## src/rtl/sevenseg_pkg.sv

```systemverilog
// Shared seven-segment table for the display driver and the read-back monitor.
// Patterns are {g,f,e,d,c,b,a}, active-high, bit0 = a.
package sevenseg_pkg;

  localparam logic [6:0] SEG_0     = 7'h3F;
  localparam logic [6:0] SEG_1     = 7'h06;
  localparam logic [6:0] SEG_2     = 7'h5B;
  localparam logic [6:0] SEG_3     = 7'h4F;
  localparam logic [6:0] SEG_4     = 7'h66;
  localparam logic [6:0] SEG_5     = 7'h6D;
  localparam logic [6:0] SEG_6     = 7'h7D;
  localparam logic [6:0] SEG_7     = 7'h07;
  localparam logic [6:0] SEG_8     = 7'h7F;
  localparam logic [6:0] SEG_9     = 7'h6F;
  localparam logic [6:0] SEG_BLANK = 7'h00;

  localparam logic [3:0] VALUE_BLANK   = 4'd12;
  localparam logic [3:0] VALUE_INVALID = 4'd15;

  typedef enum logic [0:0] {
    ST_UNLOCKED = 1'b0,
    ST_LOCKED   = 1'b1
  } mon_state_e;

  function automatic logic [3:0] seg_to_value(input logic [6:0] seg);
    logic [3:0] v;
    case (seg)
      SEG_0:     v = 4'd0;
      SEG_1:     v = 4'd1;
      SEG_2:     v = 4'd2;
      SEG_3:     v = 4'd3;
      SEG_4:     v = 4'd4;
      SEG_5:     v = 4'd5;
      SEG_6:     v = 4'd6;
      SEG_7:     v = 4'd7;
      SEG_8:     v = 4'd8;
      SEG_9:     v = 4'd9;
      SEG_BLANK: v = VALUE_BLANK;
      default:   v = VALUE_INVALID;
    endcase
    return v;
  endfunction

endpackage

```

## src/rtl/sevenseg_stable_filter.sv

```systemverilog
// Glitch filter for the segment bus: registers the bus, tracks a candidate
// pattern and strobes commit on the edge its run length reaches STABLE_CYCLES.
module sevenseg_stable_filter
  import sevenseg_pkg::*;
#(
  parameter int unsigned STABLE_CYCLES = 4
) (
  input  logic       clk,
  input  logic       reset,
  input  logic [6:0] seg_i,
  output logic       commit_o,
  output logic [6:0] pattern_o
);

  localparam int unsigned CW = $clog2(STABLE_CYCLES + 1);
  localparam logic [CW-1:0] CNT_MAX = CW'(STABLE_CYCLES);

  logic [6:0]    samp_q, samp_d;
  logic          samp_vld_q, samp_vld_d;
  logic [6:0]    cand_q, cand_d;
  logic [CW-1:0] cnt_q, cnt_d;
  logic          commit_s;

  // Candidate tracking; samp_vld_q keeps the reset value of samp from counting as a sample.
  always_comb begin
    samp_d     = seg_i;
    samp_vld_d = 1'b1;
    cand_d     = cand_q;
    cnt_d      = cnt_q;
    if (!samp_vld_q) begin
      cand_d = cand_q;
      cnt_d  = cnt_q;
    end else if (samp_q != cand_q) begin
      cand_d = samp_q;
      cnt_d  = CW'(1);
    end else if (cnt_q < CNT_MAX) begin
      cnt_d = cnt_q + CW'(1);
    end else begin
      cnt_d = cnt_q;
    end
    // A fresh candidate can commit immediately when STABLE_CYCLES is 1.
    commit_s = samp_vld_q && (cnt_d == CNT_MAX) &&
               ((cnt_q != CNT_MAX) || (samp_q != cand_q));
  end

  // Filter state registers.
  always_ff @(posedge clk) begin
    if (reset) begin
      samp_q     <= SEG_BLANK;
      samp_vld_q <= 1'b0;
      cand_q     <= SEG_BLANK;
      cnt_q      <= '0;
    end else begin
      samp_q     <= samp_d;
      samp_vld_q <= samp_vld_d;
      cand_q     <= cand_d;
      cnt_q      <= cnt_d;
    end
  end

  assign commit_o  = commit_s;
  assign pattern_o = cand_d;

endmodule

```

## src/rtl/sevenseg_monitor.sv

```systemverilog
// Seven-segment read-back monitor: decodes filtered stable patterns, reports
// value changes through a one-entry event register and counts them.
module sevenseg_monitor
  import sevenseg_pkg::*;
#(
  parameter int unsigned STABLE_CYCLES = 4
) (
  input  logic       clk,
  input  logic       reset,
  input  logic [6:0] seg_in,
  input  logic       clear,
  output logic [3:0] value,
  output logic       locked,
  output logic       invalid,
  output logic       evt_valid,
  output logic [3:0] evt_value,
  input  logic       evt_ready,
  output logic       overflow,
  output logic [7:0] change_count
);

  logic       commit_s;
  logic [6:0] pattern_s;
  logic [3:0] dec_value_s;
  logic       change_s;
  logic       drop_s;

  mon_state_e state_q, state_d;
  logic       locked_s;

  logic [3:0] value_q, value_d;
  logic       invalid_q, invalid_d;
  logic       evt_valid_q, evt_valid_d;
  logic [3:0] evt_value_q, evt_value_d;
  logic       overflow_q, overflow_d;
  logic [7:0] chg_cnt_q, chg_cnt_d;

  sevenseg_stable_filter #(
    .STABLE_CYCLES(STABLE_CYCLES)
  ) u_filter (
    .clk      (clk),
    .reset    (reset),
    .seg_i    (seg_in),
    .commit_o (commit_s),
    .pattern_o(pattern_s)
  );

  // FSM state register.
  always_ff @(posedge clk) begin
    if (reset) begin
      state_q <= ST_UNLOCKED;
    end else begin
      state_q <= state_d;
    end
  end

  // FSM next state: the first commit locks, only reset unlocks.
  always_comb begin
    state_d = state_q;
    case (state_q)
      ST_UNLOCKED: begin
        if (commit_s) begin
          state_d = ST_LOCKED;
        end else begin
          state_d = ST_UNLOCKED;
        end
      end
      ST_LOCKED: state_d = ST_LOCKED;
      default:   state_d = ST_UNLOCKED;
    endcase
  end

  // FSM output decode.
  always_comb begin
    locked_s = (state_q == ST_LOCKED);
  end

  // Decode, change detection, event holding register and change counter.
  always_comb begin
    dec_value_s = seg_to_value(pattern_s);
    change_s    = commit_s && ((state_q == ST_UNLOCKED) || (dec_value_s != value_q));
    drop_s      = change_s && evt_valid_q && !evt_ready;

    value_d     = value_q;
    invalid_d   = invalid_q;
    evt_valid_d = evt_valid_q;
    evt_value_d = evt_value_q;
    overflow_d  = overflow_q;
    chg_cnt_d   = chg_cnt_q;

    if (commit_s) begin
      value_d   = dec_value_s;
      invalid_d = (dec_value_s == VALUE_INVALID);
    end else begin
      value_d   = value_q;
      invalid_d = invalid_q;
    end

    if (change_s && !drop_s) begin
      evt_valid_d = 1'b1;
      evt_value_d = dec_value_s;
    end else if (!change_s && evt_valid_q && evt_ready) begin
      evt_valid_d = 1'b0;
    end else begin
      evt_valid_d = evt_valid_q;
    end

    // Clear wins over the sticky history but still records this cycle's activity.
    if (clear) begin
      overflow_d = drop_s;
      chg_cnt_d  = change_s ? 8'd1 : 8'd0;
    end else begin
      overflow_d = overflow_q | drop_s;
      if (change_s && (chg_cnt_q != 8'd255)) begin
        chg_cnt_d = chg_cnt_q + 8'd1;
      end else begin
        chg_cnt_d = chg_cnt_q;
      end
    end
  end

  // Datapath registers.
  always_ff @(posedge clk) begin
    if (reset) begin
      value_q     <= VALUE_BLANK;
      invalid_q   <= 1'b0;
      evt_valid_q <= 1'b0;
      evt_value_q <= 4'd0;
      overflow_q  <= 1'b0;
      chg_cnt_q   <= 8'd0;
    end else begin
      value_q     <= value_d;
      invalid_q   <= invalid_d;
      evt_valid_q <= evt_valid_d;
      evt_value_q <= evt_value_d;
      overflow_q  <= overflow_d;
      chg_cnt_q   <= chg_cnt_d;
    end
  end

  assign value        = value_q;
  assign locked       = locked_s;
  assign invalid      = invalid_q;
  assign evt_valid    = evt_valid_q;
  assign evt_value    = evt_value_q;
  assign overflow     = overflow_q;
  assign change_count = chg_cnt_q;

endmodule

```

## config.mk

```make
export PLATFORM = sky130hd
export DESIGN_NAME = sevenseg_monitor
export DESIGN_NICKNAME = d
export VERILOG_FILES = /design/src/rtl/sevenseg_pkg.sv /design/src/rtl/sevenseg_stable_filter.sv /design/src/rtl/sevenseg_monitor.sv
export SDC_FILE = /design/constraint.sdc
export NUM_CORES = 1
export LEC_CHECK = 0
export CORE_ASPECT_RATIO = 0.6
export CORE_MARGIN = 2
export CORE_UTILIZATION = 55
export DETAILED_ROUTE_END_ITERATION = 16
export MAX_ROUTING_LAYER = met4
export PLACE_DENSITY = 0.88
export SLEW_MARGIN = 20
export SYNTH_ARGS = -nofsm -noshare
export SYNTH_HDL_FRONTEND = slang
export SYNTH_SLANG_ARGS = --single-unit
```

## constraint.sdc

```tcl
create_clock -name clk -period 7.6 [get_ports clk]
set_clock_uncertainty 0.15 [all_clocks]
set_input_delay 1.9 -clock clk [delete_from_list [all_inputs] [get_ports clk]]
set_output_delay 1.9 -clock clk [all_outputs]
set_load 0.05 [all_outputs]
```

Word level (Yosys, flattened, before mapping)
Index checks and enable logic that the tools add are counted.
{"block": "op_classes", "reduce_logical": 17, "order_cmp": 1, "n_mux": 15, "add_sub_neg": 2, "eq_ne": 16, "n_bitwise": 2}
{"operator": "7-bit equality test (second input constant)", "count": 7}
{"operator": "4-bit one-hot mux with 11 select lines", "count": 1}
{"operator": "8-bit 2-to-1 mux", "count": 2}
{"operator": "7-bit by 3-bit equality test with 1-bit output (second input constant)", "count": 2}
{"operator": "7-bit 2-to-1 mux", "count": 2}
{"operator": "1-bit logical AND", "count": 9}
{"operator": "3-bit 2-to-1 mux", "count": 3}
{"operator": "8-bit by 1-bit adder with 8-bit output (second input constant)", "count": 1}
{"operator": "8-bit != test (second input constant)", "count": 1}
{"operator": "7-bit by 6-bit equality test with 1-bit output (second input constant)", "count": 1}
{"operator": "7-bit zero test", "count": 1}
{"operator": "7-bit != test", "count": 1}
{"operator": "1-bit 2-to-1 mux", "count": 6}
{"operator": "4-bit equality test (second input constant)", "count": 1}
{"operator": "4-bit != test", "count": 1}
{"operator": "2-bit nonzero test", "count": 2}
{"operator": "3-bit by 1-bit adder with 3-bit output (second input constant)", "count": 1}
{"operator": "3-bit equality test (second input constant)", "count": 1}
{"operator": "1-bit zero test", "count": 3}
{"operator": "3-bit less-than comparator (second input constant)", "count": 1}
{"operator": "3-bit != test (second input constant)", "count": 1}
{"operator": "1-bit logical OR", "count": 2}
{"operator": "1-bit one-hot mux with 2 select lines", "count": 1}
{"operator": "1-bit inverter", "count": 1}
{"operator": "1-bit OR", "count": 1}
{"block": "word_totals", "ff_bits": 38, "in_bits": 11, "word_cells": 64, "out_inout_bits": 20}

Depth between registers and ports, before layout
Gate-level depths: netlist (run 1).
{"block": "depth", "ltp_word": 13, "mapped_depth": 13, "depth_no_buf": 10}

Modules after synthesis
From an unflattened synthesis (run 1), not the netlist that was laid out.
{"block": "unflattened", "cells_unflattened": 223, "area_unflattened_um2": 2004.4}
{"module": "sevenseg_monitor", "seq_area_each_um2": 400.4, "instances": 1, "area_per_inst_um2": 1243.7, "cells_each": 151}
{"module": "sevenseg_stable_filter", "seq_area_each_um2": 360.3, "instances": 1, "area_per_inst_um2": 760.7, "cells_each": 72}

Least setup slack after synthesis (run 1)
No wires, ideal clock.
{"block": "synth_timing", "kind": "flip-flop to flip-flop", "start": "reg u_filter.cand_q[3]", "end": "reg chg_cnt_q[6], in the netlist change_count[6]", "required_time_ns": 7.380, "arrival_ns": 2.936, "stages_incl_launch_ff": 12, "synth_period_minus_slack_ns": 3.155, "setup_time_ns": 0.070, "path_buffers": 1, "path_slack_ns": 4.445, "cell_sequence": "dfxtp_1 > buf_2 > xor2_2 > nor3_1 > a21oi_1 > o22a_1 > or4b_4 > mux2_4 > a32oi_2 > o211ai_1 > or4b_1 > a21oi_1"}
{"block": "synth_via", "elab_chain_cells": 10, "elab_cells_between_ends": 26, "classes_between": "eq/ne (13); mux (5); reduce/logical (8)"}
{"element": "from (decl)", "line": "sevenseg_stable_filter.sv:20", "source": "logic [6:0] cand_q, cand_d;"}
{"element": "from (signal assigned)", "line": "sevenseg_stable_filter.sv:56", "source": "cand_q <= cand_d;"}
{"element": "7-bit != test", "line": "sevenseg_stable_filter.sv:33, sevenseg_stable_filter.sv:43"}
{"element": "7-bit 2-to-1 mux", "line": "sevenseg_stable_filter.sv:33", "source": "end else if (samp_q != cand_q) begin"}
{"element": "7-bit 2-to-1 mux", "line": "sevenseg_stable_filter.sv:30", "source": "if (!samp_vld_q) begin"}
{"element": "7-bit equality test, or another cell as far along", "line": "sevenseg_pkg.sv:27", "source": "case (seg)"}
{"element": "4-bit one-hot mux with 11 select lines", "line": "sevenseg_pkg.sv:27"}
{"element": "4-bit != test", "line": "sevenseg_monitor.sv:81", "source": "change_s = commit_s && ((state_q == ST_UNLOCKED) || (dec_value_s != value_q));"}
{"element": "1-bit logical OR", "line": "sevenseg_monitor.sv:81"}
{"element": "1-bit logical AND (*)", "line": "sevenseg_monitor.sv:81"}
{"element": "1-bit logical AND (*)", "line": "sevenseg_monitor.sv:114", "source": "if (change_s && (chg_cnt_q != 8'd255)) begin"}
{"element": "2-bit nonzero test (no source line) (*)"}
{"element": "to (signal assigned)", "line": "sevenseg_monitor.sv:137", "source": "chg_cnt_q <= chg_cnt_d;"}
{"element": "to (decl)", "line": "sevenseg_monitor.sv:36", "source": "logic [7:0] chg_cnt_q, chg_cnt_d;"}
Mark *: on every way between the ends. The rest lies on a longest branch, timed or not.
A chain may end at the register's enable or synchronous reset.

Worst setup path in the final report (run 1)
{"block": "layout_timing", "start": "reg u_filter.samp_vld_q", "end": "reg chg_cnt_q[5], in the netlist change_count[5]"}
{"block": "layout_via", "elab_chain_cells": 8, "elab_cells_between_ends": 22, "classes_between": "eq/ne (12); mux (3); reduce/logical (7)"}
{"element": "from (decl)", "line": "sevenseg_stable_filter.sv:19", "source": "logic samp_vld_q, samp_vld_d;"}
{"element": "from (signal assigned)", "line": "sevenseg_stable_filter.sv:55", "source": "samp_vld_q <= samp_vld_d;"}
{"element": "7-bit 2-to-1 mux", "line": "sevenseg_stable_filter.sv:30"}
{"element": "7-bit equality test, or another cell as far along", "line": "sevenseg_pkg.sv:27"}
{"element": "4-bit one-hot mux with 11 select lines", "line": "sevenseg_pkg.sv:27"}
{"element": "4-bit != test", "line": "sevenseg_monitor.sv:81"}
{"element": "1-bit logical OR", "line": "sevenseg_monitor.sv:81"}
{"element": "1-bit logical AND (*)", "line": "sevenseg_monitor.sv:81"}
{"element": "1-bit logical AND (*)", "line": "sevenseg_monitor.sv:114"}
{"element": "2-bit nonzero test (no source line) (*)"}
Marked as above.

==> results.yml, run 1 <==
timing:
  fin_tns_setup_ns: 0
  hold_viol_final: 0
  setup_violations: 0
  fmax_mhz: 243
  slew-limit-headroom: 0.374
  fin_crit_ns: 4.11
  tightestPinTransition_ns: 0.938
  whs_ns: 0.312
  drv_slew: 0
  rsz0062_at_grt: "no"
  min_period_over_period: 0.541
final_layout:
  fin_cells: 344
  area_delta_synth_final_pct: 17.8
  seq_area_sq_um: 761
  diodes: 0
  multiInputGateArea_sq_um: 1420
  nets: 308
  drive_above_1_share: 0.0952
  fillers: 350
global_routing:
  met3_usage: 0.0690
  grtUsageTotal: 0.277
  grt_busiest_layer: "met1"
  grt_max_degree: 31
  use_met1: 0.435
  overflow: 0
  grtUsageMet2: 0.326
  grt_pass1_wl_um: 9610
  antenna_found_initial: 0
  grt_pass1_vias: 1896
yosys:
  synth.distinct_cells: 61
  synthesis.nets: 286
  syn_inst: 272
  ys.flop_type: "dfxtp_1"
  ys_async_sr_fraction: 0
  seq_area_frac_synth: 0.334
  synth_warnings: 0
  avgSynthCellArea_sq_um: 8.39
  synth-seq-cells: 38
  synth-edff-count: 0
  synth_area_sq_um: 2280
cts:
  numCtsBuffers: 5
  cts_resized: 0
  clock-sinks: 38
  root_buffer: "clkbuf_8"
  cts_tree: "done"
  cts_buffer_depth: 2
  cts_setup_buffers: 0
  cts.hold.buffers_added: 0
  clock_latency_ns: 0.30
  clkTransAtPathRegs_ns: 0.09
  htreeDepth: 2
routing:
  avgRoutedWirePerCell_um: 17.4
  num_vias: 2249
  routed_wl_um: 5980
  dr.pass1.iters: 5
  drc: 0
  routed_via_density: 6.54
  drtAntennaViolNets: 0
  drt_iter0_drc: 313
die:
  rows: 18
  die_h_um: 53.9
  dieWidth_um: 87.1
  design.die.area_sq_um: 4700
  ioPinCount: 31
  core_sq_um: 4050
  initial_utilization: 0.563
placement:
  dp_hpwl_um: 4390
  dp.cells: 337
  finalWeightedCongestion: 0.966
  io_buffers: 30
critical_path:
  start_kind: "flop"
  critPathRequiredTime_ns: 7.68
  critPathMaxFanout: 26
  cp.arrival_ns: 4.19
  crit_path_end_kind: "flop"
  r2r_start: "u_filter.samp_vld_q$_DFF_P_"
  path_class: "reg2reg"
  setup.worst_path.start: "u_filter.samp_vld_q$_DFF_P_"
power:
  powerDensity_nw_per_um2: 167
  power_mw: 0.449
  ir_worst_vdd_mv: 0.0945
  power_leakage_nw: 0.965
min_path:
  hold_start: "invalid$_SDFFE_PP0P_"
  worstHoldPathType: "reg2reg"
outcome:
  outcome: "completed"
flow_run:
  maxCapViolCount: 0
[where the power goes]
| part | leakage, nW | switching (mW) | internal (mW) | total (mW) |
|---|---|---|---|---|
| clock network | 0.0573 | 0.0748 | 0.105 | 0.180 |
| logic | 0.598 | 0.0311 | 0.0233 | 0.0544 |
| registers | 0.310 | 0.0111 | 0.203 | 0.214 |
| total | 0.965 | 0.117 | 0.332 | 0.449 |
[worst paths after layout]
| path | endpoint | slack [ns] | cells after the start |
|---|---|---|---|
| setup reg to reg | change_count[5]$_SDFFE_PP0P_ | 3.49 | 10 |
| hold / removal | invalid$_SDFFE_PP0P_ | 0.31 | 2 |
| setup / recovery | change_count[5]$_SDFFE_PP0P_ | 3.49 | 10 |
| hold reg to reg | invalid$_SDFFE_PP0P_ | 0.31 | 2 |
[cell families (layout without fill, tap and decap cells)]
logic type      after synthesis  count (layout)  synth area share
fa+ha+maj                     3               3            0.0165
compound gates               76              76             0.253
buf+inv                      24              46            0.0433
xor+xnor                     11              11            0.0488
mux                          11              11            0.0521
simple gates                109             109             0.253
flops                        38              38             0.334
[Yosys cell counts (4+ instances only)]
cell type,number,area (sq um)
xor2_1,4,35.0
nand2_1,21,78.8
nand4_1,5,31.3
o21ai_0,5,25.0
mux2i_1,7,70.1
o211ai_1,6,45.0
nand3_1,8,40.0
buf_2,7,35.0
xnor2_1,5,43.8
o21a_1,5,37.5
and3_1,4,25.0
clkbuf_1,4,15.0
nor2b_1,9,56.3
nor3_1,10,50.1
dfxtp_1,38,761
a21oi_1,15,75.1
a211oi_1,6,45.0
nor2_1,28,105
buf_1,4,15.0
or2_2,4,25.0
inv_1,9,33.8
o31ai_1,6,45.0
[critical path: stages, from the launching register on]
cell and delay, ns:
dfxtp_1 0.95, inv_1 0.33, nand4_1 0.23, o31ai_1 0.12, o22a_1 0.21, or4b_4 0.56, mux2_4 0.30, a32oi_2 0.23
o21ai_1 0.27, or4_1 0.54, a21oi_1 0.14
[metrics by stage]
stage               setup slack (ns)   util  area [sq um]
finish                          3.49  0.663          2690
global route                    3.26  0.663          2690
CTS                             3.57  0.664          2690
detailed placement              3.59  0.636          2580
global placement                3.62  0.636          2580
floorplan                       4.44      -          2280
[cells in the final DEF, fill, tap and decap left out, types with 7 or more instances in the layout]
cell type,n
nor2b_1,9
clkdlybuf4s50_1,29
nor2_1,28
a21oi_1,15
nor3_1,10
mux2i_1,7
nand3_1,8
dfxtp_1,38
nand2_1,21
inv_1,9
[sequential cells by signal (all words and copies together) (netlist names), 3 cells and up]
register         cells
u_filter.samp_q      7
u_filter.cnt_q       3
evt_value            4
u_filter.cand_q      7
change_count         8
value                4
[routing by layer]
| metal | up-vias | routed length, um | share of wire |
|---|---|---|---|
| li1 | 1065 | - | - |
| met1 | 1031 | 3020 | 0.51 |
| met2 | 139 | 2250 | 0.38 |
| met3 | 14 | 613 | 0.10 |
| met4 | 0 | 91 | 0.015 |
| met5 | - | 0 | 0 |
[final cells by class]
type                       count  area share
clock inverter                 1      0.0112
multi-input combinational    210       0.529
tap                           50      0.0233
timing repair buffer          30       0.110
clock buffer                   6      0.0307
inverter                       9      0.0126
sequential                    38       0.283
No activity file was read; power rests on OpenSTA's default activity.
==> run 2, diff against run 1 <==
Settings changed: CORE_UTILIZATION 55 to 49, PLACE_DENSITY 0.88 to 0.83.
Clock period 7.6 ns to 3.3 ns, I/O delays scaled along.
==> results.yml, run 2 (synthesized netlist as in run 1, its figures left out) <==
outcome:
  outcome: "completed"
final_layout:
  drive_above_1_share: 0.286
  area_delta_synth_final_pct: 39.9
  diodes: 0
  final_cell_mix: "buf_4 (38), dfxtp_1 (31), clkdlybuf4s50_1 (30)"
  largest_reg_flops: 8
  layout_commonest_cell: "buf_4"
  nets: 349
cts:
  cts.hold.buffers_added: 0
  root_buffer: "clkbuf_8"
  htreeDepth: 2
  cts_tree: "done"
  numCtsBuffers: 5
  clock_latency_ns: 0.29
  clock-sinks: 38
  cts_buffer_depth: 2
  clkTransAtPathRegs_ns: 0.08
min_path:
  worstHoldPathType: "reg2reg"
timing:
  setup_violations: 0
  fmax_mhz: 307
  min_period_over_period: 0.986
  fin_crit_ns: 3.25
  fin_tns_setup_ns: 0
  whs_ns: 0.337
  slew-limit-headroom: 0.529
  drv_slew: 0
  tightestPinTransition_ns: 0.702
  hold_viol_final: 0
die:
  ioPinCount: 31
  design.die.area_sq_um: 5230
  core_sq_um: 4520
  die_h_um: 56.9
  rows: 19
  initial_utilization: 0.505
  dieWidth_um: 92.1
critical_path:
  crit_path_end_kind: "flop"
  critPathRequiredTime_ns: 3.36
  critPathMaxFanout: 8
  path_class: "reg2reg"
  cp.arrival_ns: 3.31
  start_kind: "flop"
global_routing:
  grtUsageTotal: 0.257
  overflow: 0
  grt_pass1_wl_um: 10100
  antenna_found_initial: 0
  grt_pass1_vias: 2098
  grt_max_degree: 20
placement:
  dp_hpwl_um: 4820
  io_buffers: 30
  finalWeightedCongestion: 0.940
power:
  ir_worst_vdd_mv: 0.236
  powerDensity_nw_per_um2: 340
  power_leakage_nw: 1.20
routing:
  drt_iter0_drc: 213
  num_vias: 2360
  dr.pass1.iters: 5
  routed_wl_um: 6600
  routed_via_density: 5.91
  drc: 0
  drtAntennaViolNets: 0
  avgRoutedWirePerCell_um: 16.5
flow_run:
  maxCapViolCount: 0
run 2: changes by cell type in the layout (fill, tap and decap cells not counted), moves of 3 or more:
cell,before,now
buf_4,0,38
xnor2_1,5,2
xnor2_2,0,3
dfxtp_2,0,5
dfxtp_1,38,31
run 2: final timing paths:
| check | from | endpoint | slack, ns | depth (start not counted) |
|---|---|---|---|---|
| worst max-delay path | u_filter.cand_q[2]$_SDFF_PP0_ | change_count[7]$_SDFFE_PP0P_ | 0.05 | 13 |
| worst min-delay path | invalid$_SDFFE_PP0P_ | invalid$_SDFFE_PP0P_ | 0.34 | 2 |
| worst max register to register | u_filter.cand_q[2]$_SDFF_PP0_ | change_count[7]$_SDFFE_PP0P_ | 0.05 | 13 |
| worst min register to register | invalid$_SDFFE_PP0P_ | invalid$_SDFFE_PP0P_ | 0.34 | 2 |
run 2: layout make-up:
class                           count  area [sq um]
Clock buffer                        5          68.8
Clock inverter                      3          45.0
Fill cell                         334          1330
Inverter                            9          33.8
Multi-Input combinational cell    210          1560
Sequential cell                    38           774
Tap cell                           63          78.8
Timing Repair Buffer               71           628
run 2: metrics by stage:
stage	util	setup WS [ns]	std cells	area [sq um]	power, mW
detailed placement	0.632	-0.0720	383	2860	0.654
global route	0.706	-0.0861	399	3190	1.13
floorplan	-	0.145	272	2280	0.590
finish	0.706	0.0475	399	3190	1.08
global placement	0.632	-0.0375	383	2860	0.651
CTS	0.667	0.0210	395	3010	1.06
run 2: what timing repair did:
| action | in CTS | in global routing |
|---|---|---|
| resized for setup | 3 | 32 |
| endpoints found under the setup margin | 4 | 13 |
| pin swaps | 2 | 19 |
| buffers inserted | 4 | 4 |
run 2: report_power, final:
| group | total (mW) | switching [mW] | internal, mW |
|---|---|---|---|
| logic | 0.202 | 0.104 | 0.0972 |
| registers | 0.480 | 0.0125 | 0.468 |
| clock network | 0.402 | 0.177 | 0.225 |
run 2: worst max-delay path, cell delays in order (launching register included):
cell	delay (ns)
dfxtp_1	0.36
buf_4	0.17
and2_0	0.20
nand4_1	0.15
o31ai_1	0.12
o22a_1	0.21
or4b_4	0.53
buf_4	0.17
o211ai_1	0.21
o211ai_1	0.20
o21ai_2	0.25
buf_6	0.17
nor4_1	0.05
a211oi_1	0.24
run 2: per-layer routing:
layer / up-vias / global-route usage / routed length (um)
met5: - / - / 0
met4: 0 / 0.0448 / 68
met3: 10 / 0.0617 / 518
met1: 1100 / 0.396 / 3230
li1: 1140 / - / -
met2: 110 / 0.337 / 2780
==> run 3, diff against run 2 <==
Settings changed: CORE_UTILIZATION 49 to 55, DONT_BUFFER_PORTS set to 1, PLACE_DENSITY 0.83 to 0.81.
==> results.yml, run 3 (synthesized netlist as in run 1, its figures left out) <==
power:
  power_leakage_nw: 1.16
  ir_worst_vdd_mv: 0.282
  powerDensity_nw_per_um2: 368
  power_mw: 1.10
critical_path:
  rrSetupSlack_ns: -0.04
  path_class: "reg2reg"
  critPathRequiredTime_ns: 3.38
  cp.arrival_ns: 3.43
  crit_path_end_kind: "flop"
  critPathMaxFanout: 9
  reg2regPathDepth: 14
  start_kind: "flop"
flow_run:
  maxCapViolCount: 0
routing:
  drc: 0
  drtAntennaViolNets: 0
  avgRoutedWirePerCell_um: 19.2
  routed_via_density: 6.59
  num_vias: 2431
  drt_iter0_drc: 297
  routed_wl_um: 7100
  dr.pass1.iters: 7
timing:
  fin_tns_setup_ns: -0.0540
  slew-limit-headroom: 0.411
  fmax_mhz: 299
  whs_ns: 0.380
  hold_viol_final: 0
  tightestPinTransition_ns: 0.878
  fin_crit_ns: 3.34
  drv_slew: 0
  min_period_over_period: 1.01
  worst_slack_ns: -0.0442
  rsz0062_at_grt: "yes"
  setup_violations: 2
min_path:
  worstHoldPathType: "reg2reg"
  whs_path_depth: 2
global_routing:
  antenna_found_initial: 0
  grtUsageTotal: 0.306
  grt_pass1_vias: 2029
  grt_pass1_wl_um: 10400
  overflow: 0
  grt_max_degree: 31
placement:
  io_buffers: 0
  dp_hpwl_um: 4950
  place_area_sq_um: 2650
  dp.cells: 356
  finalWeightedCongestion: 1.02
  post-place-ws_ns: -0.0491
outcome:
  violations: "negative setup slack"
  outcome: "finished with violations"
die:
  die_h_um: 53.9
  design.die.area_sq_um: 4700
  ioPinCount: 31
  core_sq_um: 4050
  rows: 18
  initial_utilization: 0.563
  dieWidth_um: 87.1
final_layout:
  fillers: 280
  fin_cells: 369
  layout_commonest_cell: "buf_4"
  area_delta_synth_final_pct: 31.5
  nets: 333
  final_cell_mix: "buf_4 (53), dfxtp_1 (29), nor2_1 (28)"
  diodes: 0
  largest_reg_flops: 8
  drive_above_1_share: 0.351
  final_area_sq_um: 3000
  final_util: 0.740
cts:
  cts_tree: "done"
  root_buffer: "clkbuf_8"
  htreeDepth: 2
  cts_buffer_depth: 2
  clkTransAtPathRegs_ns: 0.08
  numCtsBuffers: 5
  clock_latency_ns: 0.30
  clock-sinks: 38
  cts.hold.buffers_added: 0
[run 3: routing by layer]
metal	up-vias	global-route usage	share of wire
met4	0	0.105	0.020
met5	-	-	0
met2	144	0.374	0.40
met3	28	0.101	0.11
met1	1152	0.454	0.47
li1	1107	-	-
[run 3: path summary, 6_finish.rpt]
check                                                endpoint                           from
worst max-delay path             change_count[2]$_SDFFE_PP0P_    u_filter.samp_vld_q$_DFF_P_
worst min-delay path            u_filter.cand_q[3]$_SDFF_PP0_  u_filter.cand_q[3]$_SDFF_PP0_
worst max register to register   change_count[2]$_SDFFE_PP0P_    u_filter.samp_vld_q$_DFF_P_
worst min register to register  u_filter.cand_q[3]$_SDFF_PP0_  u_filter.cand_q[3]$_SDFF_PP0_
[run 3: cell type report]
type                            instances  area, sq um  share of cell area
Sequential cell                        38          777               0.259
Clock inverter                          1         30.0              0.0100
Tap cell                               50         62.6              0.0209
Multi-Input combinational cell        211         1610               0.535
Clock buffer                            6         82.6              0.0275
Inverter                                9         33.8              0.0113
Timing Repair Buffer                   54          409               0.136
[run 3: critical path: stages, from the launching register on]
cell,delay [ns]
dfxtp_4,0.38
buf_4,0.17
buf_4,0.15
or4_4,0.49
nor3_4,0.20
a41oi_2,0.07
buf_4,0.18
nand2_1,0.06
a211oi_1,0.05
o21a_1,0.21
o211ai_1,0.37
o21ai_2,0.15
buf_6,0.17
or3_1,0.34
a21oi_1,0.14
[run 3: what timing repair did]
item | 4_1_cts | 5_1_grt
endpoints found under the setup margin | 7 | 13
resized for setup | 3 | 36
cloned | 0 | 1
pin swaps | 0 | 19
buffers inserted | 0 | 5
[run 3: power breakdown]
| part | switching, mW | total, mW | internal (mW) | leakage, nW |
|---|---|---|---|---|
| logic | 0.106 | 0.203 | 0.0972 | 0.794 |
| clock network | 0.175 | 0.417 | 0.242 | 0.0573 |
| registers | 0.0149 | 0.483 | 0.468 | 0.313 |
| total | 0.295 | 1.10 | 0.807 | 1.16 |
